File: src/rtl/shift_reg_sequencer_if.sv
// shift_reg_sequencer_if: command valid/ready handshake between a command source and the sequencer
interface shift_reg_sequencer_if #(parameter int CNT_W = 4);
   logic             cmd_valid;
   logic             cmd_ready;
   logic [2:0]       cmd_op;
   logic [CNT_W-1:0] cmd_cnt;
   logic [3:0]       cmd_data;
   modport master (output cmd_valid, cmd_op, cmd_cnt, cmd_data, input cmd_ready);
   modport slave  (input cmd_valid, cmd_op, cmd_cnt, cmd_data, output cmd_ready);
endinterface

File: src/rtl/shift_reg_sequencer.sv
// shift_reg_sequencer: runs clear/load/shift/rotate commands on a 4-bit universal shift register
module shift_reg_sequencer #(parameter int CNT_W = 4) (
   input  logic                 clk_i,
   input  logic                 clear_i,
   shift_reg_sequencer_if.slave cmd,
   input  logic                 ser_in_i,
   input  logic [3:0]           sr_q_i,
   output logic                 sr_s1_o,
   output logic                 sr_s0_o,
   output logic                 sr_msb_in_o,
   output logic                 sr_lsb_in_o,
   output logic [3:0]           sr_i_par_o,
   output logic                 sr_clear_b_o,
   output logic                 busy_o,
   output logic                 done_o,
   output logic                 ser_out_o
);
   typedef enum logic [1:0] {IDLE, EXEC, DONE} state_t;
   localparam logic [2:0] OP_CLEAR = 3'd1, OP_LOAD = 3'd2, OP_SHR = 3'd3,
                          OP_SHL = 3'd4, OP_ROR = 3'd5, OP_ROL = 3'd6;
   state_t           state_q, state_d;
   logic [2:0]       op_q, op_d;
   logic [CNT_W-1:0] rem_q, rem_d;
   logic [3:0]       data_q, data_d;
   logic             ser_out_q, ser_out_d;
   logic             exec, right, left, load, new_shift;
   always_ff @(posedge clk_i) begin
      if (clear_i) begin
         state_q   <= IDLE;
         op_q      <= '0;
         rem_q     <= '0;
         data_q    <= '0;
         ser_out_q <= 1'b0;
      end else begin
         state_q   <= state_d;
         op_q      <= op_d;
         rem_q     <= rem_d;
         data_q    <= data_d;
         ser_out_q <= ser_out_d;
      end
   end
   assign exec      = state_q == EXEC;
   assign right     = op_q == OP_SHR || op_q == OP_ROR;
   assign left      = op_q == OP_SHL || op_q == OP_ROL;
   assign load      = op_q == OP_LOAD;
   assign new_shift = cmd.cmd_op >= OP_SHR && cmd.cmd_op <= OP_ROL;
   always_comb begin
      state_d   = state_q;
      op_d      = op_q;
      rem_d     = rem_q;
      data_d    = data_q;
      ser_out_d = ser_out_q;
      case (state_q)
         IDLE: if (cmd.cmd_valid) begin
            op_d   = cmd.cmd_op;
            data_d = cmd.cmd_data;
            if (cmd.cmd_op == OP_CLEAR || cmd.cmd_op == OP_LOAD) begin
               state_d = EXEC;
               rem_d   = CNT_W'(1);
            end else if (new_shift && cmd.cmd_cnt != '0) begin
               state_d = EXEC;
               rem_d   = cmd.cmd_cnt;
            end else state_d = DONE;
         end
         EXEC: begin
            rem_d     = rem_q - CNT_W'(1);
            state_d   = rem_q == CNT_W'(1) ? DONE : EXEC;
            ser_out_d = right ? sr_q_i[0] : left ? sr_q_i[3] : ser_out_q;
         end
         default: state_d = IDLE;
      endcase
   end
   // Rotates feed the outgoing end back in; plain shifts take the live serial input
   assign sr_s0_o      = exec & (right | load);
   assign sr_s1_o      = exec & (left | load);
   assign sr_msb_in_o  = exec & (op_q == OP_SHR ? ser_in_i : op_q == OP_ROR ? sr_q_i[0] : 1'b0);
   assign sr_lsb_in_o  = exec & (op_q == OP_SHL ? ser_in_i : op_q == OP_ROL ? sr_q_i[3] : 1'b0);
   assign sr_i_par_o   = exec && load ? data_q : 4'd0;
   assign sr_clear_b_o = ~(clear_i | (exec & op_q == OP_CLEAR));
   assign cmd.cmd_ready = state_q == IDLE;
   assign busy_o       = state_q != IDLE;
   assign done_o       = state_q == DONE;
   assign ser_out_o    = ser_out_q;
endmodule

File: src/flat_wrapper.sv
// flat-port wrapper written by rule: the top's interface ports become plain ports
module shift_reg_sequencer_flat 
#(parameter int CNT_W = 4)
  (clk_i, clear_i, ser_in_i, sr_q_i, sr_s1_o, sr_s0_o, sr_msb_in_o, sr_lsb_in_o, sr_i_par_o, sr_clear_b_o, busy_o, done_o, ser_out_o, cmd_cmd_valid, cmd_cmd_op, cmd_cmd_cnt, cmd_cmd_data, cmd_cmd_ready);
  shift_reg_sequencer_if #(.CNT_W(CNT_W)) cmd_i ();
  input  logic clk_i;
  input  logic clear_i;
  input  logic ser_in_i;
  input  logic [3:0] sr_q_i;
  output logic sr_s1_o;
  output logic sr_s0_o;
  output logic sr_msb_in_o;
  output logic sr_lsb_in_o;
  output logic [3:0] sr_i_par_o;
  output logic sr_clear_b_o;
  output logic busy_o;
  output logic done_o;
  output logic ser_out_o;
  input wire logic [$bits(cmd_i.cmd_valid)-1:0] cmd_cmd_valid;
  input wire logic [$bits(cmd_i.cmd_op)-1:0] cmd_cmd_op;
  input wire logic [$bits(cmd_i.cmd_cnt)-1:0] cmd_cmd_cnt;
  input wire logic [$bits(cmd_i.cmd_data)-1:0] cmd_cmd_data;
  output wire logic [$bits(cmd_i.cmd_ready)-1:0] cmd_cmd_ready;
  assign cmd_i.cmd_valid = cmd_cmd_valid;
  assign cmd_i.cmd_op = cmd_cmd_op;
  assign cmd_i.cmd_cnt = cmd_cmd_cnt;
  assign cmd_i.cmd_data = cmd_cmd_data;
  assign cmd_cmd_ready = cmd_i.cmd_ready;
  shift_reg_sequencer #(.CNT_W(CNT_W)) u_core (.clk_i(clk_i), .clear_i(clear_i), .cmd(cmd_i), .ser_in_i(ser_in_i), .sr_q_i(sr_q_i), .sr_s1_o(sr_s1_o), .sr_s0_o(sr_s0_o), .sr_msb_in_o(sr_msb_in_o), .sr_lsb_in_o(sr_lsb_in_o), .sr_i_par_o(sr_i_par_o), .sr_clear_b_o(sr_clear_b_o), .busy_o(busy_o), .done_o(done_o), .ser_out_o(ser_out_o));
endmodule
File: config.mk
export PLATFORM = sky130hd
export DESIGN_NAME = shift_reg_sequencer_flat
export DESIGN_NICKNAME = d
export VERILOG_FILES = /design/src/rtl/shift_reg_sequencer_if.sv /design/src/rtl/shift_reg_sequencer.sv /design/src/flat_wrapper.sv
export SDC_FILE = /design/constraint.sdc
export NUM_CORES = 1
export LEC_CHECK = 0
export CORE_UTILIZATION = 43
export CTS_CLUSTER_SIZE = 28
export DETAILED_ROUTE_END_ITERATION = 12
export PLACE_DENSITY = 0.78
export SLEW_MARGIN = 5
export SYNTH_ARGS = -nofsm -noshare
export SYNTH_HDL_FRONTEND = slang
export SYNTH_SLANG_ARGS = --single-unit
File: constraint.sdc
create_clock -name clk_i -period 1.6 [get_ports clk_i]
set_input_delay 0.32 -clock clk_i [delete_from_list [all_inputs] [get_ports clk_i]]
set_output_delay 0.32 -clock clk_i [all_outputs]
set_load 0.05 [all_outputs]
[Yosys cells after proc, flatten, opt, wreduce, memory -nomap -nowiden]
Cells that the tools add are included.
Word-level totals
  flip-flop bits (word level): 14
  input port bits: 19
  output and inout port bits: 13
  logic and storage cells: 60
Operators by class
  add/subtract/negate cells: 1
  $lt $le $gt $ge: 2
  equality and inequality tests: 13
  multiplexer cells: 16
  bitwise logic cells: 9
  reduce and logical (&&, ||, !) cells: 14
Operators with widths (count)
  $mux W4: 4
  $eq A3 B2 Y1 const B: 3
  $eq A3 B3 Y1 const B: 3
  $mux W2: 4
  $pmux W4 S2: 1
  $eq A3 B1 Y1 const B: 2
  $mux W1: 6
  $reduce_bool A2 Y1: 3
  $and A1 B1 Y1: 5
  $eq A4 B1 Y1 const B: 1
  $pmux W2 S2: 1
  $reduce_and A2 Y1: 2
  $reduce_bool A4 Y1: 1
  $sub A4 B1 Y4 const B: 1
  $ge A3 B2 Y1 const B: 1
  $le A3 B3 Y1 const B: 1
  $logic_and A1 B1 Y1: 3
  $logic_or A1 B1 Y1: 3
  $ne A3 B1 Y1 const B: 1
  $or A1 B1 Y1: 3
  $reduce_and A3 Y1: 1
  $eq A2 B1 Y1 const B: 1
  $eq A2 B2 Y1 const B: 1
  $logic_not A2 Y1: 1
  2 further kinds: 2

[Logic depth before layout (Yosys ltp)]
  depth after elaboration: 7
  gate-level depth with buffers: 5
  depth with buffers taken out: 5

[Worst setup path after synthesis]
OpenSTA, ideal clock, no wires.
  path type: reg-to-output
  start: register u_core.state_q[1]
  end: output sr_lsb_in_o
  arrival: 2136 ps
  required time: 1280 ps
  setup slack: -856 ps
  stages on the path, launching flop included: 4
  buffers on the path: 1
  cell sequence: dfxtp_1 nand2b_1 buf_2 nor4_1
Between the ends
  longest elaborated chain between the ends: 2
Ends and longest elaborated chain
  start: declaration: line shift_reg_sequencer.sv:21  | state_t state_q, state_d;
  start signal: assignment: line shift_reg_sequencer.sv:35  | state_q <= state_d;
  $eq A2 B1 Y1: line shift_reg_sequencer.sv:42  | assign exec = state_q == EXEC;
  $and A1 B1 Y1: line shift_reg_sequencer.sv:77  | assign sr_lsb_in_o = exec & (op_q == OP_SHL ? ser_in_i : op_q == OP_ROL ? sr_q_i[3] : 1'b0);
  end: declaration: line flat_wrapper.sv:13  | output logic sr_lsb_in_o;
No other way between the ends.

[Worst setup path after layout]
  start: register u_core.state_q[1]
  end: output sr_i_par_o[2]
Between the ends
  longest elaborated chain between the ends: 3
Ends and longest elaborated chain
  $eq A2 B1 Y1: line shift_reg_sequencer.sv:42
  $logic_and A1 B1 Y1: line shift_reg_sequencer.sv:78  | assign sr_i_par_o = exec && load ? data_q : 4'd0;
  $mux W4: line shift_reg_sequencer.sv:78
  end: declaration: line flat_wrapper.sv:14  | output logic [3:0] sr_i_par_o;
No other way between the ends.

==> reports/qor.yml <==
run_status:
  status: "finished with violations"
  failed_checks: "setup timing"
clock_network:
  tritoncts: "done"
  cts_sinks: 14
  clock_latency_ns: 0.28
  h-tree-depth: 1
  cts_hold_buf: 0
  clockBufferDepth: 2
  clkTransAtPathRegs_ns: 0.10
  cts_buffers: 3
  root_buffer: "clkbuf_4"
yosys:
  synthFlopType: "dfxtp_1"
  yosysTopAreaCellShare: 0.318
  syn_inst: 101
  syn_area_per_cell_um2: 8.72
  synth_area_leader_cell: "dfxtp_1"
  ys_seq_area_frac: 0.318
  synth_cell_types: 36
  syn_area_um2: 881
  synth-edff-count: 0
  yosys-top-cells-area: "dfxtp_1, mux2i_1, nor2_1"
  synth_fp_nets: 122
  yosysWarningCount: 0
  synthArstFlopShare: 0
  synth_top_cells_by_count: "dfxtp_1, nor2_1, mux2i_1"
  synth_most_common_cell: "dfxtp_1"
  ys_seq_elements: 14
floorplanning:
  start_util: 0.454
  die-area_mm2: 0.00223
  fp-row-count: 16
  io_pins: 32
  die_w_um: 47.3
  die_h_um: 47.3
  core-area_mm2: 0.00194
finish:
  multi_input_area_um2: 672
  fin_util: 0.850
  drive_above_1_share: 0.456
  fillCellCount: 107
  fin_cells: 185
  seq_area_um2: 292
  final_nets: 180
  antennaDiodeCount: 0
  syn_to_final_growth_pct: 87.4
  fin_area_mm2: 0.00165
placed_design:
  dp_hpwl_mm: 2.01
  place_worst_setup_slack_ns: -0.346
  placed_cells: 177
  numPortBuffers: 29
  dpl-instance-area_mm2: 0.00150
  place_congestion: 0.797
timing:
  maxSlewViolCount: 0
  tightest_slew_ns: 0.367
  setup_violations: 8
  hold_slack_ns: 0.504
  layout_setup_ws_ns: -0.139
  fin_crit_sh: 1.09
  max_freq_ghz: 0.575
  finClkSkew_ns: 0.00203
  maxSlewHeadroom: 0.752
  layout_min_cycle_time_ns: 1.74
  rsz0062_at_grt: "true"
  finalHoldViolCount: 0
  setup_tns_ns: -0.826
critical_path:
  critPathLaunchType: "flop"
  endpoint_kind: "output pin"
  cp.arrival_ns: 1.42
  critPathKind: "flop to output pin"
  worstPathMaxFanout: 4
  cp.required_ns: 1.28
  rr_worst_depth: 6
power_and_ir_drop:
  peakVddDrop_uv: 668
  finalPower_mw: 1.19
  leakagePower_nw: 0.713
  power_density_mw_per_mm2: 720
routing:
  routedWlPerCell_um: 15.4
  routed_wl_mm: 2.84
  num_vias: 993
  drt_iter0_markers: 18
  ant_nets: 0
  vias_per_cell: 5.37
  first_pass_iters: 4
  post-route-drc-count: 0
min_path:
  worstHoldPathCells: 2
  hold_class: "flop to flop"
global_route:
  grt_overflow_total: 0
  grt_pass1_wl_mm: 3.97
  antenna_found_initial: 0
  grt_max_degree: 11
  grt_pass1_vias: 953
  track_usage: 0.256
run:
  cap_violations: 0
==> worst paths after layout <==
| check | start | to | slack [ns] |
|---|---|---|---|
| worst max-delay path | u_core.state_q[1]$_SDFFE_PP0P_ | sr_i_par_o[2] | -0.14 |
| worst min-delay path | u_core.data_q[3]$_SDFFE_PP0P_ | u_core.data_q[3]$_SDFFE_PP0P_ | 0.50 |
| worst max register to register | u_core.state_q[0]$_SDFFE_PP0P_ | u_core.op_q[2]$_SDFFE_PP0P_ | 0.17 |
| worst min register to register | u_core.data_q[3]$_SDFFE_PP0P_ | u_core.data_q[3]$_SDFFE_PP0P_ | 0.50 |
==> cell usage in the layout, fill, tap and decap left out, drive strengths merged, types with 2 or more instances in the layout <==
cell           Yosys  layout
buf                2      40
dfxtp             14      14
nor2              12      12
clkdlybuf4s50      0      11
mux2i              9       9
nor2b              7       7
a21oi              6       6
dlygate4sd2        0       5
inv                5       5
nor3               5       5
and2               4       4
xnor2              4       4
clkbuf             1       4
o21ai              3       3
a211o              3       3
nor4               2       2
ha                 2       2
nand2b             2       2
nor3b              2       2
and3b              2       2
nor4b              2       2
==> metal layers <==
layer	up-vias	global-route usage	share of wire
li1	481	-	-
met1	466	0.285	0.42
met2	38	0.474	0.51
met3	8	0.0692	0.052
met4	0	0.0686	0.017
met5	-	0	0
==> worst max-delay path: stages, from the launching register on <==
cell and delay [ns]:
dfxtp_2 0.34, nand2b_4 0.16, nor3b_2 0.19, buf_4 0.15
and2_2 0.16, buf_12 0.13
==> registers in the layout (all words and copies together) (netlist names) <==
register,count
u_core.ser_out_o,1
u_core.rem_q,4
u_core.op_q,3
u_core.data_q,4
u_core.state_q,2
==> layout make-up <==
cell class	instances	area share
Clock buffer	4	0.0220
Multi-Input combinational cell	79	0.407
Inverter	5	0.0129
Tap cell	27	0.0205
Timing Repair Buffer	56	0.361
Sequential cell	14	0.177
==> cells by family (layout without fill, tap and decap cells) <==
| kind of cell | Yosys count | in the layout | synth area share |
|---|---|---|---|
| simple gates | 41 | 41 | 0.286 |
| compound gates | 23 | 23 | 0.189 |
| flops | 14 | 14 | 0.318 |
| mux | 9 | 9 | 0.102 |
| buf+inv | 8 | 65 | 0.0369 |
| xor+xnor | 4 | 4 | 0.0398 |
| fa+ha+maj | 2 | 2 | 0.0284 |
==> power by group <==
group	internal [mW]	leakage, nW	total (mW)	switching (mW)
combinational	0.256	0.574	0.501	0.245
sequential	0.385	0.118	0.418	0.0337
clock	0.138	0.0210	0.269	0.130
total	0.779	0.713	1.19	0.409
==> timing repair <==
item	4_1_cts	5_1_grt
endpoints found under the setup margin	15	11
setup buffers	3	1
pin swaps	2	1
resized for setup	25	6
(Power assumes the default switching activity.)
